[src/rtl/pattern_rom_player.sv]
// Fixed-pattern ROM with a registered random-access read port and a streaming
// playback engine that walks an address range up or down, one-shot or looping.
module pattern_rom_player #(
  parameter int DATA_WIDTH = 8,
  parameter int ADDR_WIDTH = 4,
  parameter int DEPTH      = DATA_WIDTH + 3
) (
  input  logic                  clk,
  input  logic                  rst_n,
  input  logic                  rd_en,
  input  logic [ADDR_WIDTH-1:0] rd_addr,
  output logic [DATA_WIDTH-1:0] rd_data,
  output logic                  rd_valid,
  input  logic                  start,
  input  logic                  loop,
  input  logic [ADDR_WIDTH-1:0] first_addr,
  input  logic [ADDR_WIDTH-1:0] last_addr,
  input  logic                  stop,
  input  logic                  out_ready,
  output logic [DATA_WIDTH-1:0] out_data,
  output logic                  out_valid,
  output logic                  busy,
  output logic                  done
);

  typedef enum logic [0:0] {
    IDLE   = 1'b0,
    STREAM = 1'b1
  } state_t;

  localparam int PAT_W = 4 * ((DATA_WIDTH + 3) / 4);
  localparam logic [DATA_WIDTH-1:0] ONE_LSB = {{(DATA_WIDTH-1){1'b0}}, 1'b1};
  localparam logic [DATA_WIDTH-1:0] ALT_HI  = {(DATA_WIDTH/2){2'b10}};
  localparam logic [DATA_WIDTH-1:0] ALT_LO  = {(DATA_WIDTH/2){2'b01}};
  localparam logic [PAT_W-1:0]      PAT_1001 = {(PAT_W/4){4'b1001}};
  // Keep the MSB-aligned part when the width is not a multiple of four.
  localparam logic [DATA_WIDTH-1:0] NIB_PAT = PAT_1001[PAT_W-1 -: DATA_WIDTH];

  function automatic logic [DATA_WIDTH-1:0] rom_word(input logic [ADDR_WIDTH-1:0] addr);
    int                    idx;
    logic [DATA_WIDTH-1:0] w;
    idx = int'(addr);
    w   = '0;
    if (idx >= DEPTH) begin
      w = '0;
    end else if (idx < DATA_WIDTH) begin
      w = ONE_LSB << idx;
    end else if (idx == DATA_WIDTH) begin
      w = ALT_HI;
    end else if (idx == DATA_WIDTH + 1) begin
      w = ALT_LO;
    end else if (idx == DATA_WIDTH + 2) begin
      w = NIB_PAT;
    end else begin
      w = '0;
    end
    return w;
  endfunction

  logic [DATA_WIDTH-1:0] rd_data_q;
  logic                  rd_valid_q;

  state_t                state_q;
  logic [ADDR_WIDTH-1:0] ptr_q;
  logic [ADDR_WIDTH-1:0] first_q;
  logic [ADDR_WIDTH-1:0] last_q;
  logic                  loop_q;
  logic                  down_q;
  logic [DATA_WIDTH-1:0] out_data_q;
  logic                  out_valid_q;
  logic                  busy_q;
  logic                  done_q;

  logic                  at_last_d;
  logic [ADDR_WIDTH-1:0] ptr_d;
  logic [DATA_WIDTH-1:0] word_d;

  // Random-access read port, independent of playback.
  always_ff @(posedge clk) begin
    if (!rst_n) begin
      rd_data_q  <= '0;
      rd_valid_q <= 1'b0;
    end else begin
      rd_valid_q <= rd_en;
      if (rd_en) begin
        rd_data_q <= rom_word(rd_addr);
      end
    end
  end

  // Next playback address: wrap to the first bound after the last one so loop
  // mode keeps one word per cycle across the wrap.
  always_comb begin
    at_last_d = (ptr_q == last_q);
    ptr_d     = ptr_q;
    if (at_last_d) begin
      ptr_d = first_q;
    end else if (down_q) begin
      ptr_d = ptr_q - {{(ADDR_WIDTH-1){1'b0}}, 1'b1};
    end else begin
      ptr_d = ptr_q + {{(ADDR_WIDTH-1){1'b0}}, 1'b1};
    end
    word_d = rom_word(ptr_d);
  end

  // Playback FSM with registered stream outputs.
  always_ff @(posedge clk) begin
    if (!rst_n) begin
      state_q     <= IDLE;
      ptr_q       <= '0;
      first_q     <= '0;
      last_q      <= '0;
      loop_q      <= 1'b0;
      down_q      <= 1'b0;
      out_data_q  <= '0;
      out_valid_q <= 1'b0;
      busy_q      <= 1'b0;
      done_q      <= 1'b0;
    end else begin
      done_q <= 1'b0;
      case (state_q)
        IDLE: begin
          if (start) begin
            first_q     <= first_addr;
            last_q      <= last_addr;
            loop_q      <= loop;
            down_q      <= (first_addr > last_addr);
            ptr_q       <= first_addr;
            out_data_q  <= rom_word(first_addr);
            out_valid_q <= 1'b1;
            busy_q      <= 1'b1;
            state_q     <= STREAM;
          end
        end
        STREAM: begin
          if (stop) begin
            out_valid_q <= 1'b0;
            busy_q      <= 1'b0;
            state_q     <= IDLE;
          end else if (out_ready) begin
            if (at_last_d && !loop_q) begin
              out_valid_q <= 1'b0;
              busy_q      <= 1'b0;
              done_q      <= 1'b1;
              state_q     <= IDLE;
            end else begin
              ptr_q      <= ptr_d;
              out_data_q <= word_d;
            end
          end
        end
        default: begin
          out_valid_q <= 1'b0;
          busy_q      <= 1'b0;
          state_q     <= IDLE;
        end
      endcase
    end
  end

  assign rd_data   = rd_data_q;
  assign rd_valid  = rd_valid_q;
  assign out_data  = out_data_q;
  assign out_valid = out_valid_q;
  assign busy      = busy_q;
  assign done      = done_q;

endmodule

[config.mk]
export PLATFORM = sky130hd
export DESIGN_NAME = pattern_rom_player
export DESIGN_NICKNAME = d
export VERILOG_FILES = /design/src/rtl/pattern_rom_player.sv
export SDC_FILE = /design/constraint.sdc
export NUM_CORES = 1
export LEC_CHECK = 0
export BUFFER_PORTS_ARGS = -buffer_cell sky130_fd_sc_hd__buf_2
export CAP_MARGIN = 20
export CELL_PAD_IN_SITES_DETAIL_PLACEMENT = 1
export CELL_PAD_IN_SITES_GLOBAL_PLACEMENT = 1
export CORE_MARGIN = 2
export CORE_UTILIZATION = 40
export DETAILED_ROUTE_END_ITERATION = 10
export GPL_TIMING_DRIVEN = 0
export PLACE_DENSITY = 0.73
export SLEW_MARGIN = 15
export SYNTH_ARGS = -nofsm -noshare
export SYNTH_HDL_FRONTEND = slang
export SYNTH_SLANG_ARGS = --single-unit
[constraint.sdc]
create_clock -name clk -period 4 [get_ports clk]
set_input_delay 0.4 -clock clk [delete_from_list [all_inputs] [get_ports clk]]
set_output_delay 0.4 -clock clk [all_outputs]
set_load 0.05 [all_outputs]
* After elaboration in Yosys (flattened, before gate mapping) *
Cells that the tools add are included.
Widths: inputs -> output; s select.

storage, ports and cells
  bits in registers = 34
  output and inout bits = 20

cells by class
  add/sub/neg operators = 2
  $lt $le $gt $ge = 7
  eq/ne operators = 16
  shift operators = 3
  multiplexer cells = 38
  bitwise logic cells = 3
  reductions and logical operators = 6

operators by type and width
  kind                 number
  $mux 8               19
  $eq 4x4->1 const B   9
  $mux 4               6
  $shl 1x4->8 const A  3
  $pmux 8 s2           1
  $ge 4x4->1 const B   3
  $lt 4x4->1 const B   3
  $mux 1               9
  $ne 2x2->1 const B   4
  $pmux 4 s2           1
  $add 4x1->4 const B  1
  $eq 4x4->1           1
  $gt 4x4->1           1
  $pmux 1 s2           2
  $reduce_and 4->1     1
  $reduce_or 4->1      1
  $sub 4x1->4 const B  1
  $ne 3x2->1 const B   1
  $ne 3x3->1 const B   1
  $not 1->1            3
  $reduce_and 3->1     1
  $reduce_and 2->1     1
  $logic_and 1x1->1    1
  $logic_not 1->1      1

* Longest topological paths before layout *
Gate-level depths: netlist (run 1).

  depth after elaboration = 13
  depth in mapped cells = 8
  mapped depth without buffers = 7

* Worst setup path before layout (run 1) *
Ideal clock, no wire load.

  path kind = reg2reg
  from = register down_q
  to = register out_data_q[0], in the netlist out_data[0]
  setup time = 131 ps
  arrival time = 1,988 ps
  setup slack = 1,880 ps
  cell stages (with the launch flop) = 6
  buffers on the path = 1
  period minus slack after synthesis = 2,120 ps
  path through = dfxtp_1 -> fa_1 -> clkbuf_1 -> xnor3_1 -> a2111oi_0 -> nor3_1

between the ends
  word-level cells in the longest chain between the ends = 12

RTL lines
  item                    line  text
  start, declared         68    logic down_q;
  start signal, assigned  127   down_q <= (first_addr > last_addr);
  $mux 4 *                98    end else if (down_q) begin
  $mux 4 *                96    if (at_last_d) begin
  $eq 4x4->1              52    end else if (idx == DATA_WIDTH + 2) begin
  $mux 8                  52
  $mux 8                  50    end else if (idx == DATA_WIDTH + 1) begin
  $mux 8                  48    end else if (idx == DATA_WIDTH) begin
  $mux 8                  46    end else if (idx < DATA_WIDTH) begin
  $mux 8 *                44    if (idx >= DEPTH) begin
  $mux 8 *                141   if (at_last_d && !loop_q) begin
  $mux 8 *                140   end else if (out_ready) begin
  $mux 8 *                136   if (stop) begin
  $pmux 8 s2 *            121   case (state_q)
  end signal, assigned    129   out_data_q <= rom_word(first_addr);
  end signal, assigned    148   out_data_q <= word_d;
  end, declared           69    logic [DATA_WIDTH-1:0] out_data_q;

Mark *: on every way between the ends. The rest lies on a longest branch, timed or not. The select of a mux whose other input is x is not followed.
A chain may end at the register's enable or synchronous reset.

* Final worst setup path (run 1) *
  from = register down_q
  to = register out_data_q[2], in the netlist out_data[2]

between the ends
  word-level cells in the longest chain between the ends = 11

RTL lines
  item          line
  $mux 4 *      98
  $mux 4 *      96
  $eq 4x4->1    50
  $mux 8        50
  $mux 8        48
  $mux 8        46
  $mux 8 *      44
  $mux 8 *      141
  $mux 8 *      140
  $mux 8 *      136
  $pmux 8 s2 *  121

Marked as above.

==> impl_metrics.csv, run 1 <==
group,metric,value,unit
run_status,status,"completed",
logic_synthesis,yosys_warnings,0,
logic_synthesis,syn_avg_cell_area,7.843,sq um
clock_tree,clock_sinks,34,
logic_synthesis,ys_ff_latch,34,
clock_tree,numCtsBuffers,5,
timing,max_clock_freq,402.8,MHz
finish,drive_gt1_share,17.63,%
route,wl,7.288,mm
timing,min_period_over_period,62.07,%
timing,holdWs,0.3415,ns
route,drt-initial-drc-count,107,
logic_synthesis,synth_most_common_cell,"nand2_1",
route,vias,2377,
die,core,5816,sq um
logic_synthesis,synth_area_leader_cell,"dfxtp_1",
setup_path,worst_setup_path_start_kind,"flop",
setup_path,critical_path_class,"flop to flop",
finish,n_antenna_cell,0,
global_routing,grt_max_degree,11,
timing,relSlewSlack,25.86,%
clock_tree,clk_pin_slew_worst_paths,0.07,ns
timing,maxSlewViolCount,0,
setup_path,path_buf_inv,0,
timing,rsz0062_at_grt,"no",
die,die_w,80.95,microns
logic_synthesis,ys_top_cells_by_count,"44 x nand2_1, 34 x dfxtp_1, 19 x a21oi_1",
timing,hold_viol,0,
die,rows,28,
timing,skew,0.003315,ns
place,dp_hpwl,5.681,mm
global_routing,top_usage_layer,"met2",
finish,finalNetCount,371,
hold_path,hp-class,"primary input to flop",
logic_synthesis,yosys-top-cells-area,"dfxtp_1 29%, nand2_1 7.0%, a21oi_1 4.0%, a21boi_0 3.5%, nor2b_1 3.4%",
die,die_h,80.95,microns
place,portBuffers,36,
logic_synthesis,syn_inst,302,
logic_synthesis,async_flop_share,0,%
clock_tree,cts.path.max_buffers,2,
finish,area_delta_synth_final,15.43,%
power,power_density,405.3,nW/um^2
timing,setup_tns,0,ns
setup_path,critPathSlowestCell,"o21ai_0",
timing,setup_viol,0,
route,wire_per_inst,17.31,microns
die,io_pins,39,
global_routing,grt_pass1_vias,2323,
setup_path,worst_path_largest_cell_delay,0.55,ns
logic_synthesis,synth_edf_count,0,
global_routing,antenna_found_initial,0,
logic_synthesis,synth.distinct_cells,60,
route,drt-pass1-iter-count,4,
power,ir_worst_vdd,153.5,uV
global_routing,grt_overflow,0,
global_routing,met3_usage,2.667,%
global_routing,grt_pass1_wl,11.65,mm
power,p_leak,1.136,nW
logic_synthesis,synth_top_area_share,28.74,%
clock_tree,cts_hold_buffers,0,
logic_synthesis,synth_ff_type,"dfxtp_1",
clock_tree,post_cts_buffers,0,
place,gp_congestion,0.8315,
global_routing,grt_use_total,23.37,%
setup_path,cp_top_family,"compound AO/OA/AOI/OAI gates",
clock_tree,clock_latency,0.29,ns
route,viasPerCell,5.646,
clock_tree,htreeDepth,2,
logic_synthesis,synth_area,2369,sq um
die,start_util,40.73,%
die,die-area,6553,sq um
clock_tree,cts_tree,"done",
clock_tree,cts_root_buf,"clkbuf_8",
timing,worstMarginPinSlew,1.098,ns
setup_path,worstSetupEndpointType,"flop",
route,drc,0,
setup_path,crit_fanout,6,
global_routing,met1_usage,30.71,%
timing,min_period,2.483,ns
setup_path,required,4.16,ns
global_routing,grt.met2_usage,40.83,%
setup_path,path_cells,"ha_1 > and3_1 > o21ai_0 > a211oi_1 > o311ai_1 > a31oi_1",
logic_synthesis,ys_seq_area_share,28.74,%
flow_run,maxCapViolCount,0,
logic_synthesis,synth_nets,328,
clock_tree,cts-resized-gates,0,
route,ant_nets,0,
setup_path,crit_arrival,2.64,ns
[power breakdown]
| group | internal (mW) | switching (mW) |
|---|---|---|
| Sequential | 0.366 | 0.0208 |
| Combinational | 0.159 | 0.292 |
| Clock | 0.139 | 0.131 |
| Total | 0.663 | 0.445 |
[logic make-up after synthesis]
| family | synth area share [%] |
|---|---|
| AO/OA/AOI/OAI | 28.32 |
| XOR/XNOR | 5.758 |
| adder cells (fa/ha/maj) | 4.015 |
| buffers and inverters | 6.233 |
| flip-flops | 28.74 |
| multiplexers | 3.381 |
| AND/OR/NAND/NOR | 23.56 |
[layout by cell type, fill, tap and decap left out, types with 7 or more instances in the layout]
cell | synthesis | routed
clkbuf_1 | 16 | 17
o21ai_0 | 12 | 12
buf_2 | 4 | 40
a21oi_1 | 19 | 19
nand3_1 | 9 | 9
dfxtp_1 | 34 | 34
nand2_1 | 44 | 44
a21boi_0 | 11 | 11
nor3_1 | 8 | 8
nor2b_1 | 13 | 13
a31oi_1 | 7 | 7
inv_1 | 8 | 8
nor2_1 | 9 | 9
xor2_1 | 8 | 8
[per-stage QoR]
step	area, sq um	power [mW]	instances	utilization (%)	setup WS (ns)
after global placement	2643	0.8328	413	45.44	1.573
after detailed placement	2643	0.8393	413	45.44	1.564
after global routing	2734	1.166	421	47.01	1.376
final	2734	1.108	421	47.01	1.517
after CTS	2734	1.108	421	47.01	1.534
after floorplan	2369	0.7228	302	-	1.880
[routing by layer]
layer	routed length [microns]	share of wire, %
met3	252	3.5
met4	66	0.91
met2	3510	48
met5	0	0
met1	3459	47
[sequential cells by signal (all words and copies together) (netlist names)]
name	cells
rd_data	8
rd_valid	1
state_q	1
ptr_q	4
first_q	4
last_q	4
out_data	8
loop_q	1
done	1
busy	1
down_q	1
[final timing paths]
| path | start | to | slack, ns | cells after the start |
|---|---|---|---|---|
| worst max register to register | down_q | out_data[2] | 1.52 | 6 |
| worst min register to register | rd_data[2] | rd_data[2] | 0.46 | 2 |
| worst max-delay path | down_q | out_data[2] | 1.52 | 6 |
| worst min-delay path | rd_addr[2] | rd_data[1] | 0.34 | 2 |
[area by class of cell]
class	instances	area, sq um
inverter	9	33.78
sequential	34	680.7
tap	75	93.84
multi-input combinational	235	1540
fill	769	3082
clock buffer	7	86.33
clock inverter	1	5.005
timing repair buffer	36	180.2
buffer	24	113.9
Note: power is estimated with default switching activity, not from simulation.
==> inputs of run 2 (changes only) <==
ABC_AREA = 1   (was unset)
CORE_UTILIZATION = 39   (was 40)
PLACE_DENSITY = 0.76   (was 0.73)
clock period = 2.45 ns   (was 4 ns; I/O delays follow)
==> run 2 against run 1 <==
Against the previous run:
- synthesized area shrank 12%
- core utilization grew 0.75 points
- synthesized cell count grew 3.6%
- worst setup slack lost 1.0 ns
- final area shrank 10%
- non-clock buffer count shrank 12
- first-iteration DRC count shrank 19%
- clock power grew 63%
- critical path type unchanged
==> impl_metrics.csv, run 2 <==
group,metric,value,unit
global_routing,grt_use_total,22.17,%
flow_run,maxCapViolCount,0,
route,viasPerCell,5.121,
place,dpl_cell_area,2364,sq um
finish,area_delta_synth_final,17.70,%
power,power.switching,0.6838,mW
logic_synthesis,synth.distinct_cells,34,
power,swShare,40.19,%
route,drt-pass1-iter-count,4,
place,dp.cells,421,
clock_tree,post_cts_buffers,0,
logic_synthesis,yosys_warnings,0,
timing,maxSlewViolCount,0,
setup_path,required,2.67,ns
finish,finalNetCount,384,
clock_tree,clock_latency,0.29,ns
timing,rsz0062_at_grt,"no",
timing,min_period_over_period,80.24,%
route,vias,2197,
route,wl,6.026,mm
die,die_h,77.13,microns
route,wire_per_inst,14.05,microns
clock_tree,htreeDepth,2,
logic_synthesis,async_flop_share,0,%
power,total_power,1.701,mW
logic_synthesis,synth_area,2086,sq um
route,drt-initial-drc-count,87,
finish,mostFrequentLayoutCells,"59 x nand2_1, 41 x buf_2, 35 x nor2_1",
power,ir_worst_vdd,277.7,uV
power,p_comb_share,37.3,%
hold_path,hp-class,"primary input to flop",
timing,worstMarginPinSlew,0.5072,ns
setup_path,worst_setup_path_start_kind,"flop",
clock_tree,clk_pin_slew_worst_paths,0.07,ns
setup_path,critical_path_class,"flop to flop",
place,portBuffers,38,
clock_tree,numCtsBuffers,5,
clock_tree,cts.path.max_buffers,2,
timing,max_clock_freq,508.7,MHz
clock_tree,cts_root_buf,"clkbuf_8",
route,ant_nets,0,
setup_path,worstSetupEndpointType,"flop",
die,core,5140,sq um
setup_path,rrSetupSlack,0.48,ns
clock_tree,cts_tree,"done",
timing,relSlewSlack,66.19,%
finish,layout.cells.non_filler,429,
clock_tree,clock_sinks,34,
global_routing,grt_pass1_vias,2350,
power,p_int,1.018,mW
logic_synthesis,synth_top_area_share,32.63,%
setup_path,critPathSlowestCell,"dfxtp_1",
logic_synthesis,synth_edf_count,0,
logic_synthesis,yosys-top-cells-area,"dfxtp_1 33%, nand2_1 11%, o21ai_0 7.9%, a21oi_1 7.7%, nor2_1 6.3%",
finish,drive_gt1_share,19.78,%
finish,n_antenna_cell,0,
die,start_util,40.58,%
die,die_w,77.13,microns
run_status,status,"completed",
logic_synthesis,synth_nets,339,
route,drc,0,
power,p_leak,1.217,nW
clock_tree,cts_hold_buffers,0,
power,seqPwrFrac,36.8,%
die,rows,26,
logic_synthesis,synth_area_leader_cell,"dfxtp_1",
logic_synthesis,ys_seq_area_share,32.63,%
timing,min_period,1.966,ns
timing,hold_viol,0,
timing,post-route-worst-setup-slack,0.4840,ns
die,io_pins,39,
finish,postLayoutCellArea,2455,sq um
timing,setup_tns,0,ns
finish,final_common_cell,"nand2_1",
place,dp_hpwl,4.741,mm
logic_synthesis,ys_ff_latch,34,
finish,finish.utilization,47.76,%
setup_path,crit_fanout,10,
power,power_density,693.1,nW/um^2
logic_synthesis,synth_most_common_cell,"nand2_1",
setup_path,cp_top_family,"simple AND/OR/NAND/NOR gates",
timing,holdWs,0.2307,ns
timing,skew,0.003958,ns
setup_path,crit_top_cell,"nand2_1",
setup_path,path_buf_inv,1,
die,die-area,5949,sq um
power,power.clock.fraction,25.9,%
global_routing,grt_pass1_wl,10.70,mm
setup_path,crit_arrival,2.19,ns
setup_path,worst_path_largest_cell_delay,0.45,ns
global_routing,antenna_found_initial,0,
place,post-place-ws,0.5091,ns
place,gp_congestion,0.8416,
logic_synthesis,ys_top_cells_by_count,"59 x nand2_1, 35 x nor2_1, 34 x dfxtp_1",
clock_tree,cts-resized-gates,0,
logic_synthesis,syn_avg_cell_area,6.664,sq um
global_routing,grt_overflow,0,
setup_path,path_cells,"ha_1 > or2_2 > nand2_1 > nand2_1 > nand2_1 > nand2_1 > nand2_2 > buf_6 > nand2_1 > nand2_1 > nand3_1 > a21oi_1",
timing,setup_viol,0,
finish,fill_cells,748,
logic_synthesis,syn_inst,313,
logic_synthesis,synth_ff_type,"dfxtp_1",
global_routing,grt_max_degree,11,
run 2: cell types whose count changed after synthesis, moves of 10 or more:
| cell | delta |
|---|---|
| a21oi_1 | +13 |
| nand2_1 | +15 |
| nand3_1 | +14 |
| nor2_1 | +26 |
| a21boi_0 | -10 |
| inv_1 | +25 |
| clkbuf_1 | -11 |
| nor2b_1 | -13 |
| o21ai_0 | +21 |
run 2: cells by family (layout without fill, tap and decap cells):
kind of cell,count (synthesis),after routing,synth area share (%)
and+or+nand+nor,146,146,33.35
AOI/OAI and AO/OA,78,78,19.86
buffers and inverters,47,93,9.178
DFF,34,34,32.63
adders and majority gates,7,7,4.559
xor gates and xnor gates,1,1,0.4200
run 2: path summary, 6_finish.rpt:
path	startpoint	to	depth (start not counted)
hold reg to reg	last_q[2]	last_q[2]	2
setup / recovery	down_q	out_data[4]	12
hold / removal	loop	loop_q	3
setup reg to reg	down_q	out_data[4]	12
run 2: routing by layer:
| layer | share of wire (%) | GRT usage, % | wire, microns |
|---|---|---|---|
| met1 | 46 | 28.33 | 2781 |
| met2 | 49 | 39.39 | 2963 |
| met3 | 3.5 | 2.471 | 213 |
| met4 | 1.1 | 5.893 | 68 |
| met5 | 0 | 0 | 0 |
run 2: cell type report:
type / instances / area [sq um] / area share, %
clock buffer: 7 / 86.33 / 3.517
multi-input combinational: 232 / 1214 / 49.44
tap: 70 / 87.58 / 3.568
clock inverter: 1 / 5.005 / 0.2039
sequential: 34 / 680.7 / 27.73
timing repair buffer: 38 / 190.2 / 7.747
inverter: 37 / 138.9 / 5.657
buffer: 10 / 52.55 / 2.141
run 2: power groups by stage:
stage               Sequential (mW)  Clock, mW  Combinational (mW)
CTS                           0.627      0.453               0.641
global route                  0.633      0.470               0.716
floorplan                     0.706          0               0.411
finish                        0.627      0.440               0.634
global placement              0.638          0               0.626
detailed placement            0.640          0               0.637
run 2: tightest hold or removal path, stage by stage:
cell and delay (ns):
buf_2 0.08, o21ai_0 0.07, nor2_1 0.09
==> inputs of run 3 (changes only) <==
clock period = 1.95 ns   (was 2.45 ns; I/O delays follow)
==> run 3 against run 2 <==
Against the previous run:
- die area unchanged
- count of clock-buffer cells in the layout unchanged
- worst setup slack worse by 0.32 ns
- sequential cell count unchanged
- sequential power up 26%
- power up 29%
- sequential share of layout area down 0.31 points
- global-route usage unchanged
- clock power up 25%
- hold slack worse by 0.048 ns
- core utilization up 1.3 points
- combinational power up 33%
- largest cell class unchanged
- largest power group unchanged
==> impl_metrics.csv, run 3 (synthesized netlist as in run 2, its figures left out) <==
group,metric,value,unit
run_status,status,"completed",
die,start_util,40.58,%
power,p_leak,1.232,nW
clock_tree,clock_sinks,34,
route,wl,6.176,mm
power,total_power,2.191,mW
timing,worstMarginPinSlew,0.4969,ns
finish,final_common_cell,"nand2_1",
setup_path,worstSetupEndpointType,"flop",
die,die_w,77.13,microns
finish,drive_gt1_share,22.99,%
clock_tree,cts_tree,"done",
global_routing,grt_pass1_wl,10.70,mm
timing,min_period,1.787,ns
clock_tree,clock_latency,0.29,ns
route,viasPerCell,5.109,
global_routing,antenna_found_initial,0,
clock_tree,cts.path.max_buffers,2,
timing,maxSlewViolCount,0,
die,io_pins,39,
power,power_density,868.0,nW/um^2
clock_tree,htreeDepth,2,
global_routing,grt_overflow,0,
route,vias,2202,
global_routing,grt_pass1_vias,2350,
route,ant_nets,0,
timing,skew,0.004728,ns
timing,setup_viol,0,
timing,max_clock_freq,559.5,MHz
place,portBuffers,38,
die,die-area,5949,sq um
die,die_h,77.13,microns
clock_tree,cts_root_buf,"clkbuf_8",
timing,relSlewSlack,66.87,%
hold_path,hp-class,"primary input to flop",
route,wire_per_inst,14.33,microns
global_routing,grt_max_degree,11,
timing,holdWs,0.1828,ns
finish,mostFrequentLayoutCells,"58 x nand2_1, 41 x buf_2, 35 x nor2_1",
setup_path,worst_setup_path_start_kind,"flop",
global_routing,grt_use_total,22.17,%
timing,setup_tns,0,ns
die,core,5140,sq um
setup_path,crit_fanout,10,
timing,min_period_over_period,91.66,%
setup_path,required,2.12,ns
flow_run,maxCapViolCount,0,
finish,area_delta_synth_final,21.00,%
setup_path,critical_path_class,"flop to flop",
setup_path,crit_arrival,1.96,ns
power,ir_worst_vdd,370.9,uV
finish,finalNetCount,386,
route,drt-pass1-iter-count,4,
timing,rsz0062_at_grt,"no",
finish,fill_cells,743,
place,gp_congestion,0.8416,
place,dp_hpwl,4.741,mm
finish,finish.utilization,49.10,%
timing,hold_viol,0,
finish,n_antenna_cell,0,
clock_tree,clk_pin_slew_worst_paths,0.07,ns
clock_tree,numCtsBuffers,5,
die,rows,26,
route,drt-initial-drc-count,93,
route,drc,0,
-- run 3: cell count changes in the layout (fill, tap and decap cells not counted), moves of 2 or more --
cell | before | now
a21oi_2 | 0 | 2
dfxtp_2 | 0 | 3
dfxtp_1 | 34 | 29
a21oi_1 | 32 | 30
dfxtp_4 | 0 | 2
-- run 3: worst max-delay path, stage by stage (launching register included) --
cell and delay, ns:
dfxtp_4 0.39, inv_1 0.05, nand2_1 0.05, nand2_1 0.11, nor2_8 0.18, nand3b_1 0.14
nand3_1 0.11, nand2_2 0.14, buf_4 0.22, o21ai_0 0.19, a21oi_1 0.06
-- run 3: metrics by stage --
step | setup slack (ns) | cell area (sq um) | std cells
after CTS | 0.01097 | 2456 | 429
after global placement | 0.007929 | 2364 | 421
final | 0.1626 | 2524 | 431
after global routing | 0.02445 | 2524 | 431
after floorplan | 0.2530 | 2086 | 313
after detailed placement | 0.009141 | 2364 | 421
-- run 3: layout make-up --
class	instances	area, sq um	share of cell area [%]
Sequential cell	34	691.9	27.42
Inverter	37	138.9	5.503
Tap cell	70	87.58	3.471
Multi-Input combinational cell	232	1244	49.28
Buffer	10	55.05	2.181
Clock inverter	1	5.005	0.1983
Timing Repair Buffer	40	215.2	8.528
Clock buffer	7	86.33	3.421
-- run 3: path summary, 6_finish.rpt --
check | startpoint | end | slack (ns) | cells after the start
max | ptr_q[2] | ptr_q[3] | 0.16 | 10
min | loop | loop_q | 0.18 | 3
max reg2reg | ptr_q[2] | ptr_q[3] | 0.16 | 10
min reg2reg | last_q[2] | last_q[2] | 0.47 | 2
-- run 3: routing by layer --
layer	global-route usage, %	up-vias	share of wire, %	wire (microns)
met5	0	-	0	0
met4	5.893	0	1.0	64
met3	2.471	6	3.3	202
met2	39.39	39	50	3077
met1	28.33	1030	46	2832
li1	-	1127	-	-
-- run 3: power breakdown --
group / switching [mW] / internal [mW]
sequential: 0.0416 / 0.751
combinational: 0.571 / 0.275
clock: 0.267 / 0.285
total: 0.879 / 1.31
-- run 3: what timing repair did --
action | CTS | global route
endpoints found under the setup margin | 3 | 9
gates cloned | 0 | 1
resized for setup | 1 | 15
hold buffers | 0 | 0
pin swaps | 0 | 3
setup buffers | 0 | 1
